## src/rtl/score_keeper.sv

```systemverilog
// Match scoring FSM: clear -> serve hold-off -> play -> score/win.
// Optional serve countdown enabled by SCORE_KEEPER_SERVE_DELAY_EN.
module score_keeper #(
    parameter int WIN_SCORE    = 7,
    parameter int SERVE_FRAMES = 30
) (
    input  logic       clk,
    input  logic       reset,
    input  logic       start,
    input  logic       frameTick,
    input  logic       lhs_scored,
    input  logic       rhs_scored,
    input  logic       done_blackScreen,
    output logic       play_enable,
    output logic       blackScreen_pulse,
    output logic [3:0] lhs_score,
    output logic [3:0] rhs_score,
    output logic       game_over,
    output logic       winner
);

    typedef enum logic [2:0] {
        S_IDLE,
        S_CLEAR,
        S_SERVE,
        S_PLAY,
        S_OVER
    } state_t;

    localparam logic [3:0] WIN = 4'(WIN_SCORE);

    state_t     state;
    logic       start_q;
    logic       lhs_q;
    logic       rhs_q;
    logic       start_ev;
    logic       lhs_ev;
    logic       rhs_ev;
    logic [3:0] lhs_next;
    logic [3:0] rhs_next;

`ifdef SCORE_KEEPER_SERVE_DELAY_EN
    localparam logic [7:0] SERVE_LD = 8'(SERVE_FRAMES);
    logic [7:0] serve_cnt;
`else
    logic unused_serve;
    assign unused_serve = frameTick ^ (SERVE_FRAMES == 0);
`endif

    assign start_ev = start & ~start_q;
    assign lhs_ev   = lhs_scored & ~lhs_q;
    assign rhs_ev   = rhs_scored & ~rhs_q;
    assign lhs_next = lhs_score + 4'd1;
    assign rhs_next = rhs_score + 4'd1;

    // Previous-cycle samples for rising-edge detection
    always_ff @(posedge clk or posedge reset) begin
        if (reset) begin
            start_q <= 1'b0;
            lhs_q   <= 1'b0;
            rhs_q   <= 1'b0;
        end else begin
            start_q <= start;
            lhs_q   <= lhs_scored;
            rhs_q   <= rhs_scored;
        end
    end

    // Match FSM with registered outputs and score counters
    always_ff @(posedge clk or posedge reset) begin
        if (reset) begin
            state             <= S_IDLE;
            play_enable       <= 1'b0;
            blackScreen_pulse <= 1'b0;
            lhs_score         <= 4'd0;
            rhs_score         <= 4'd0;
            game_over         <= 1'b0;
            winner            <= 1'b0;
`ifdef SCORE_KEEPER_SERVE_DELAY_EN
            serve_cnt         <= 8'd0;
`endif
        end else begin
            unique case (state)
                S_IDLE: begin
                    if (start_ev) begin
                        lhs_score         <= 4'd0;
                        rhs_score         <= 4'd0;
                        blackScreen_pulse <= 1'b1;
                        state             <= S_CLEAR;
                    end
                end
                S_CLEAR: begin
                    if (done_blackScreen) begin
                        blackScreen_pulse <= 1'b0;
                        state             <= S_SERVE;
`ifdef SCORE_KEEPER_SERVE_DELAY_EN
                        serve_cnt         <= SERVE_LD;
`endif
                    end
                end
                S_SERVE: begin
`ifdef SCORE_KEEPER_SERVE_DELAY_EN
                    if (frameTick) begin
                        serve_cnt <= serve_cnt - 8'd1;
                        if (serve_cnt == 8'd1) begin
                            play_enable <= 1'b1;
                            state       <= S_PLAY;
                        end
                    end
`else
                    play_enable <= 1'b1;
                    state       <= S_PLAY;
`endif
                end
                S_PLAY: begin
                    // Left wins a tie; the simultaneous right edge is dropped
                    if (lhs_ev) begin
                        lhs_score   <= lhs_next;
                        play_enable <= 1'b0;
                        if (lhs_next == WIN) begin
                            game_over <= 1'b1;
                            winner    <= 1'b0;
                            state     <= S_OVER;
                        end else begin
                            blackScreen_pulse <= 1'b1;
                            state             <= S_CLEAR;
                        end
                    end else if (rhs_ev) begin
                        rhs_score   <= rhs_next;
                        play_enable <= 1'b0;
                        if (rhs_next == WIN) begin
                            game_over <= 1'b1;
                            winner    <= 1'b1;
                            state     <= S_OVER;
                        end else begin
                            blackScreen_pulse <= 1'b1;
                            state             <= S_CLEAR;
                        end
                    end
                end
                S_OVER: begin
                    if (start_ev) begin
                        lhs_score         <= 4'd0;
                        rhs_score         <= 4'd0;
                        game_over         <= 1'b0;
                        blackScreen_pulse <= 1'b1;
                        state             <= S_CLEAR;
                    end
                end
                default: state <= S_IDLE;
            endcase
        end
    end

endmodule

```

## config.mk

```make
export PLATFORM = sky130hd
export DESIGN_NAME = score_keeper
export DESIGN_NICKNAME = d
export VERILOG_FILES = /design/src/rtl/score_keeper.sv
export SDC_FILE = /design/constraint.sdc
export NUM_CORES = 1
export LEC_CHECK = 0
export CORE_MARGIN = 10
export CORE_UTILIZATION = 45
export CTS_CLUSTER_DIAMETER = 120
export DETAILED_ROUTE_END_ITERATION = 16
export PLACE_DENSITY = 0.8
export SLEW_MARGIN = 30
export SYNTH_ARGS = -nofsm -noshare
export SYNTH_HDL_FRONTEND = slang
export SYNTH_SLANG_ARGS = --single-unit
```

## constraint.sdc

```tcl
create_clock -name clk -period 2.05 [get_ports clk]
set_clock_uncertainty 0.2 [all_clocks]
set_input_delay 0.41 -clock clk [delete_from_list [all_inputs] [get_ports clk]]
set_output_delay 0.41 -clock clk [all_outputs]
set_load 0.03 [all_outputs]
```

==> results of run 1 <==
area by class of cell:
class / count / area share
repair buffers: 32 / 0.206
clock buffers: 4 / 0.0267
well taps: 28 / 0.0258
inverters: 6 / 0.0166
flip-flops and latches: 18 / 0.333
multi-input cells: 77 / 0.391
worst reg2reg max path: cells and delay by family (launching register included):
kind | cells | cell delay (ns)
AO/OA/AOI/OAI | 3 | 0.47
adder cells (fa/ha/maj) | 1 | 0.20
AND/OR/NAND/NOR | 2 | 0.59
flip-flops | 1 | 0.42
final timing paths:
path / startpoint / endpoint / slack [ns]
worst max-delay path: rhs_score[0] / game_over / 0.10
worst min-delay path: reset / lhs_score[1] / 0.22
worst max register to register: rhs_score[0] / game_over / 0.10
worst min register to register: game_over / game_over / 0.31
max in group asynchronous: reset / rhs_score[0] / 1.23
min in group clk: game_over / game_over / 0.31
stage by stage:
| step | hold slack (ns) | total power (µW) | TNS [ns] |
|---|---|---|---|
| 4_1_cts | 0.225 | 1660 | 0 |
| 6_report | 0.222 | 1660 | 0 |
| 3_5_place_dp | 0.284 | 1470 | -1.32 |
| 3_3_place_gp | 0.285 | 1450 | -0.953 |
| 5_1_grt | 0.246 | 1790 | 0 |
| 2_1_floorplan | 0.148 | 1120 | 0 |
flip-flops by register name (all words and copies together) (netlist names):
register	count
game_over	1
rhs_score	4
blackScreen_pulse	1
play_enable	1
rhs_q	1
state	3
lhs_score	4
winner	1
lhs_q	1
start_q	1
power by group through the flow:
stage | clock network, µW | registers, µW | logic [µW]
finish | 212 | 572 | 874
global route | 238 | 588 | 964
CTS | 219 | 572 | 869
detailed placement | 0 | 578 | 890
global placement | 0 | 572 | 874
floorplan | 0 | 770 | 350
cell usage after synthesis (all sizes together), types with 3 or more instances:
cell / number / share of area
ha: 4 / 0.050
a21oi: 6 / 0.030
a22o: 3 / 0.026
a31oi: 3 / 0.033
nand2b: 6 / 0.037
inv: 6 / 0.022
o21ai: 13 / 0.064
nor2: 4 / 0.015
dfrtp: 18 / 0.45
nand3: 10 / 0.050
nor2b: 5 / 0.031
nand2: 5 / 0.019
logic make-up after synthesis:
kind of cell             Yosys count  share of synthesized area
adder cells (fa/ha/maj)            4                     0.0496
XOR/XNOR                           1                    0.00868
AO/OA/AOI/OAI                     31                      0.204
flip-flops                        18                      0.446
AND/OR/NAND/NOR                   39                      0.233
buffers and inverters              8                     0.0384
multiplexers                       2                     0.0198
repair_timing:
item                                    4_1_cts  5_1_grt
pin swaps                                     0        2
resized for setup                             6        6
endpoints found under the setup margin        6        6
setup buffers                                 0        1
routing by layer:
layer | share of wire | global-route usage
met1 | 0.43 | 0.118
met2 | 0.50 | 0.177
met3 | 0.064 | 0.0331
met4 | 0.0027 | 0.0410
met5 | 0 | 0
==> results_dict.tcl, run 1 <==
set metrics [dict create \
    status "finished clean" \
    cp.arrival_ns 1.97 \
    timing.fmax_mhz 513 \
    powerDensity_nw_per_um2 1220 \
    die_x_um 67.4 \
    yosysUniqueCellTypes 32 \
    leakagePower_uw 0.000649 \
    grt_max_degree 19 \
    antenna_found_initial 0 \
    synthCells 103 \
    maxSlewViolCount 0 \
    dp_cells 160 \
    worst_slack_ns 0.101 \
    p_sw_uw 702 \
    wirelength_um 2220 \
    cts_tree "yes" \
    finish.utilization 0.626 \
    crit_chain "ha_2, nor2b_2, a21oi_1, or4b_1, o211ai_1, a22o_1" \
    timing.critical_path.max_delay_family "simple AND/OR/NAND/NOR gates" \
    cts-root-buf "clkbuf_4" \
    vias 897 \
    synth_top_flop_cell "dfrtp_1" \
    globalplace.congestion 0.893 \
    crit_type "flip-flop to flip-flop" \
    max_stage_delay_ns 0.46 \
    grt_overflow 0 \
    cts_hold_buffers 0 \
    internal_power_uw 955 \
    multi_input_area_um2 532 \
    wl_per_cell_um 13.4 \
    insertion_delay_ns 0.28 \
    ioPinCount 19 \
    die-area_um2 4540 \
    drc 0 \
    antenna_left 0 \
    rsz0062_at_grt "false" \
    final_cell_mix "dfrtp_1, buf_4, o21ai_0, nand3_1, clkdlybuf4s50_1" \
    crit_path_start_kind "flip-flop" \
    required_ns 2.07 \
    htreeDepth 1 \
    hold_path_class "primary input to asynchronous set/reset pin" \
    io_buffers 17 \
    cp_num_cells 6 \
    synth_fp_nets 114 \
    crit_buf_inv 0 \
    reg2reg_depth 6 \
    design.core.area_um2 2170 \
    drive_gt1_frac 0.219 \
    p_seq_frac 0.345 \
    grt_pass1_vias 884 \
    vias_per_cell 5.44 \
    pre_cts_slack_ns -0.194 \
    min_period_over_period 0.951 \
    syn_area_um2 1010 \
    worst-slew-pin-transition_ns 0.348 \
    final_common_cell "dfrtp_1" \
    synth_edf_count 0 \
    grt_pass1_wl_um 3760 \
    nets 149 \
    dp_hpwl_um 1740 \
    antenna_cells 0 \
    cts_buffer_depth 2 \
    dr.pass1.iters 4 \
    avgSynthCellArea_um2 9.80 \
    pwr-share-comb 0.527 \
    end_kind "flip-flop" \
    async_flop_share 1.00 \
    clk_pin_slew_ns 0.10 \
    final_area_um2 1360 \
    critPathSlowestCell "or4b_1" \
    dpl_cell_area_um2 1310 \
    area_delta_synth_final_pct 34.6 \
    synth_seq_area_share 0.446 \
    clock_sinks 18 \
    initial_core_util 0.465 \
    fp-row-count 17 \
    grtUsageTotal 0.104 \
    ys_ff_latch 18 \
    swShare 0.424 \
    vdd.ir_drop.worst_mv 0.691 \
    cts_buffers 3 \
    die_h_um 67.4 \
    setup_viol 0 \
    period_needed_ns 1.95 \
    fillers 196 \
    critPathMaxFanout 4 \
    hold_viol 0 \
    clock_power_share 0.128 \
    slew_headroom 0.767 \
    dr.first_iter.drc_count 46 \
    yosys_warnings 0 \
    seq_area_um2 453 \
    layout.cells.non_filler 165 \
    drv_cap 0 \
]
Power figures use the tool's default switching activity.
==> run 2: changes to the inputs <==
--- a/config.mk
+++ b/config.mk
@@ -5,11 +5,11 @@
 export SDC_FILE = /design/constraint.sdc
 export NUM_CORES = 1
 export LEC_CHECK = 0
-export CORE_MARGIN = 10
+export CORE_MARGIN = 2
 export CORE_UTILIZATION = 45
 export CTS_CLUSTER_DIAMETER = 120
 export DETAILED_ROUTE_END_ITERATION = 16
-export PLACE_DENSITY = 0.8
+export PLACE_DENSITY = 0.73
 export SLEW_MARGIN = 30
 export SYNTH_ARGS = -nofsm -noshare
 export SYNTH_HDL_FRONTEND = slang
==> run 2 against run 1 <==
- sequential cell count did not move
- global-route usage rose by 9.1 points
- combinational power rose by 2.3%
- largest cell class unchanged
- highest routed layer unchanged
- sequential power fell by 2%
- non-clock buffer count did not move
- critical path type unchanged
- core utilization fell by 0.23 points
==> results_dict.tcl, run 2 (synthesis results as in run 1) <==
set metrics [dict create \
    status "finished clean" \
    dr.first_iter.drc_count 15 \
    design.core.area_um2 2170 \
    dp_hpwl_um 1720 \
    powerDensity_nw_per_um2 1240 \
    slew_headroom 0.735 \
    internal_power_uw 961 \
    reg2reg_depth 6 \
    cts-root-buf "clkbuf_4" \
    clk_pin_slew_ns 0.10 \
    top_layer_used "met4" \
    cts_buffers 3 \
    dr.pass1.iters 5 \
    fp-row-count 17 \
    ioPinCount 19 \
    end_kind "flip-flop" \
    pwr-share-comb 0.533 \
    clock_power_share 0.133 \
    min_period_over_period 0.973 \
    antenna_cells 0 \
    die_h_um 51.4 \
    final_common_cell "dfrtp_1" \
    io_buffers 17 \
    dr_wl_met3_um 76 \
    die-area_um2 2640 \
    reg2reg_from "rhs_score[0]" \
    p_seq_frac 0.334 \
    wl_met1_um 970 \
    cp.arrival_ns 2.04 \
    cts_tree "yes" \
    cts_setup_buffers 0 \
    r2r_end "game_over" \
    worst_slack_ns 0.0549 \
    worst-slew-pin-transition_ns 0.396 \
    grt_pass1_wl_um 3750 \
    max_stage_delay_ns 0.46 \
    antenna_found_initial 0 \
    setup-tns-final_ns 0 \
    timing.fmax_mhz 501 \
    period_needed_ns 2.00 \
    grt_overflow 0 \
    final_cell_mix "dfrtp_1, buf_4, nand3_1, o21ai_0, clkdlybuf4s50_1" \
    p_sw_uw 715 \
    timing.hold.ws_ns 0.185 \
    setup_viol 0 \
    crit_type "flip-flop to flip-flop" \
    wirelength_um 2240 \
    drive_gt1_frac 0.204 \
    swShare 0.427 \
    globalplace.congestion 0.798 \
    vias 915 \
    hold_path_class "primary input to asynchronous set/reset pin" \
    wl_per_cell_um 13.6 \
    hold_viol 0 \
    antenna_left 0 \
    layout.cells.non_filler 165 \
    crit_chain "ha_1, nor2b_2, a21oi_2, or4b_1, o211ai_1, a22o_1" \
    grtUsageTotal 0.195 \
    leakagePower_uw 0.000651 \
    htreeDepth 1 \
    cts_buffer_depth 2 \
    dp_cells 161 \
    grt_pass1_vias 875 \
    vias_per_cell 5.55 \
    r2r_setup_slack_ns 0.05 \
    grt_max_degree 11 \
    drc 0 \
    finish.utilization 0.624 \
    insertion_delay_ns 0.30 \
    vdd.ir_drop.worst_mv 0.655 \
    required_ns 2.09 \
    die_x_um 51.4 \
    area_delta_synth_final_pct 34.1 \
    maxSlewViolCount 0 \
    wl_met2_um 1150 \
    nets 149 \
    initial_core_util 0.465 \
    critPathSlowestCell "or4b_1" \
    crit_path_start_kind "flip-flop" \
    critPathMaxFanout 4 \
    clock_sinks 18 \
    pre_cts_slack_ns -0.185 \
    reg_top3 "lhs_score: 4 flops, rhs_score: 4 flops, state: 3 flops" \
    drv_cap 0 \
]
## run 2: per-stage QoR
| step | power [µW] | cell area, µm² |
|---|---|---|
| 6_report | 1680 | 1350 |
| 5_1_grt | 1800 | 1350 |
| 4_1_cts | 1680 | 1340 |
| 3_5_place_dp | 1490 | 1310 |
| 3_3_place_gp | 1450 | 1310 |
| 2_1_floorplan | 1120 | 1010 |
## run 2: worst max-delay path by stage
stage	start	to	slack, ns	cells past startpoint
floorplan	rhs_score[0]	game_over	0.03	6
global placement	lhs_scored	rhs_score[2]	-0.17	6
detailed placement	lhs_scored	rhs_score[2]	-0.18	6
CTS	lhs_score[3]	lhs_score[3]	0.002	1
global route	rhs_score[0]	game_over	-0.02	6
finish	rhs_score[0]	game_over	0.05	6
## run 2: metal layers
layer,track usage,vias to the layer above
met5,0,-
li1,-,443
met4,0.0921,0
met1,0.239,444
met3,0.0351,5
met2,0.329,23
## run 2: timing repair
item / CTS / global route
setup endpoints to repair: 6 / 6
hold buffers: 0 / 0
resized for setup: 6 / 5
gates cloned: 0 / 0
pin swaps: 0 / 3
## run 2: critical path, delay by kind of cell (launching register included)
family	cells	cell delay [ns]
simple gates	2	0.61
compound gates	3	0.47
fa+ha+maj	1	0.23
flops	1	0.42
## run 2: final cells by class
type	instances	area (µm²)
flip-flops and latches	18	453
clock buffers	4	36.3
fillers	204	816
inverters	6	22.5
multi-input cells	77	527
well taps	28	35.0
repair buffers	32	280
## run 2: power groups by stage
stage / Sequential (µW) / Clock (µW) / Combinational (µW)
6_report: 560 / 222 / 894
5_1_grt: 576 / 245 / 981
4_1_cts: 560 / 228 / 896
3_5_place_dp: 568 / 0 / 919
3_3_place_gp: 561 / 0 / 893
2_1_floorplan: 770 / 0 / 350
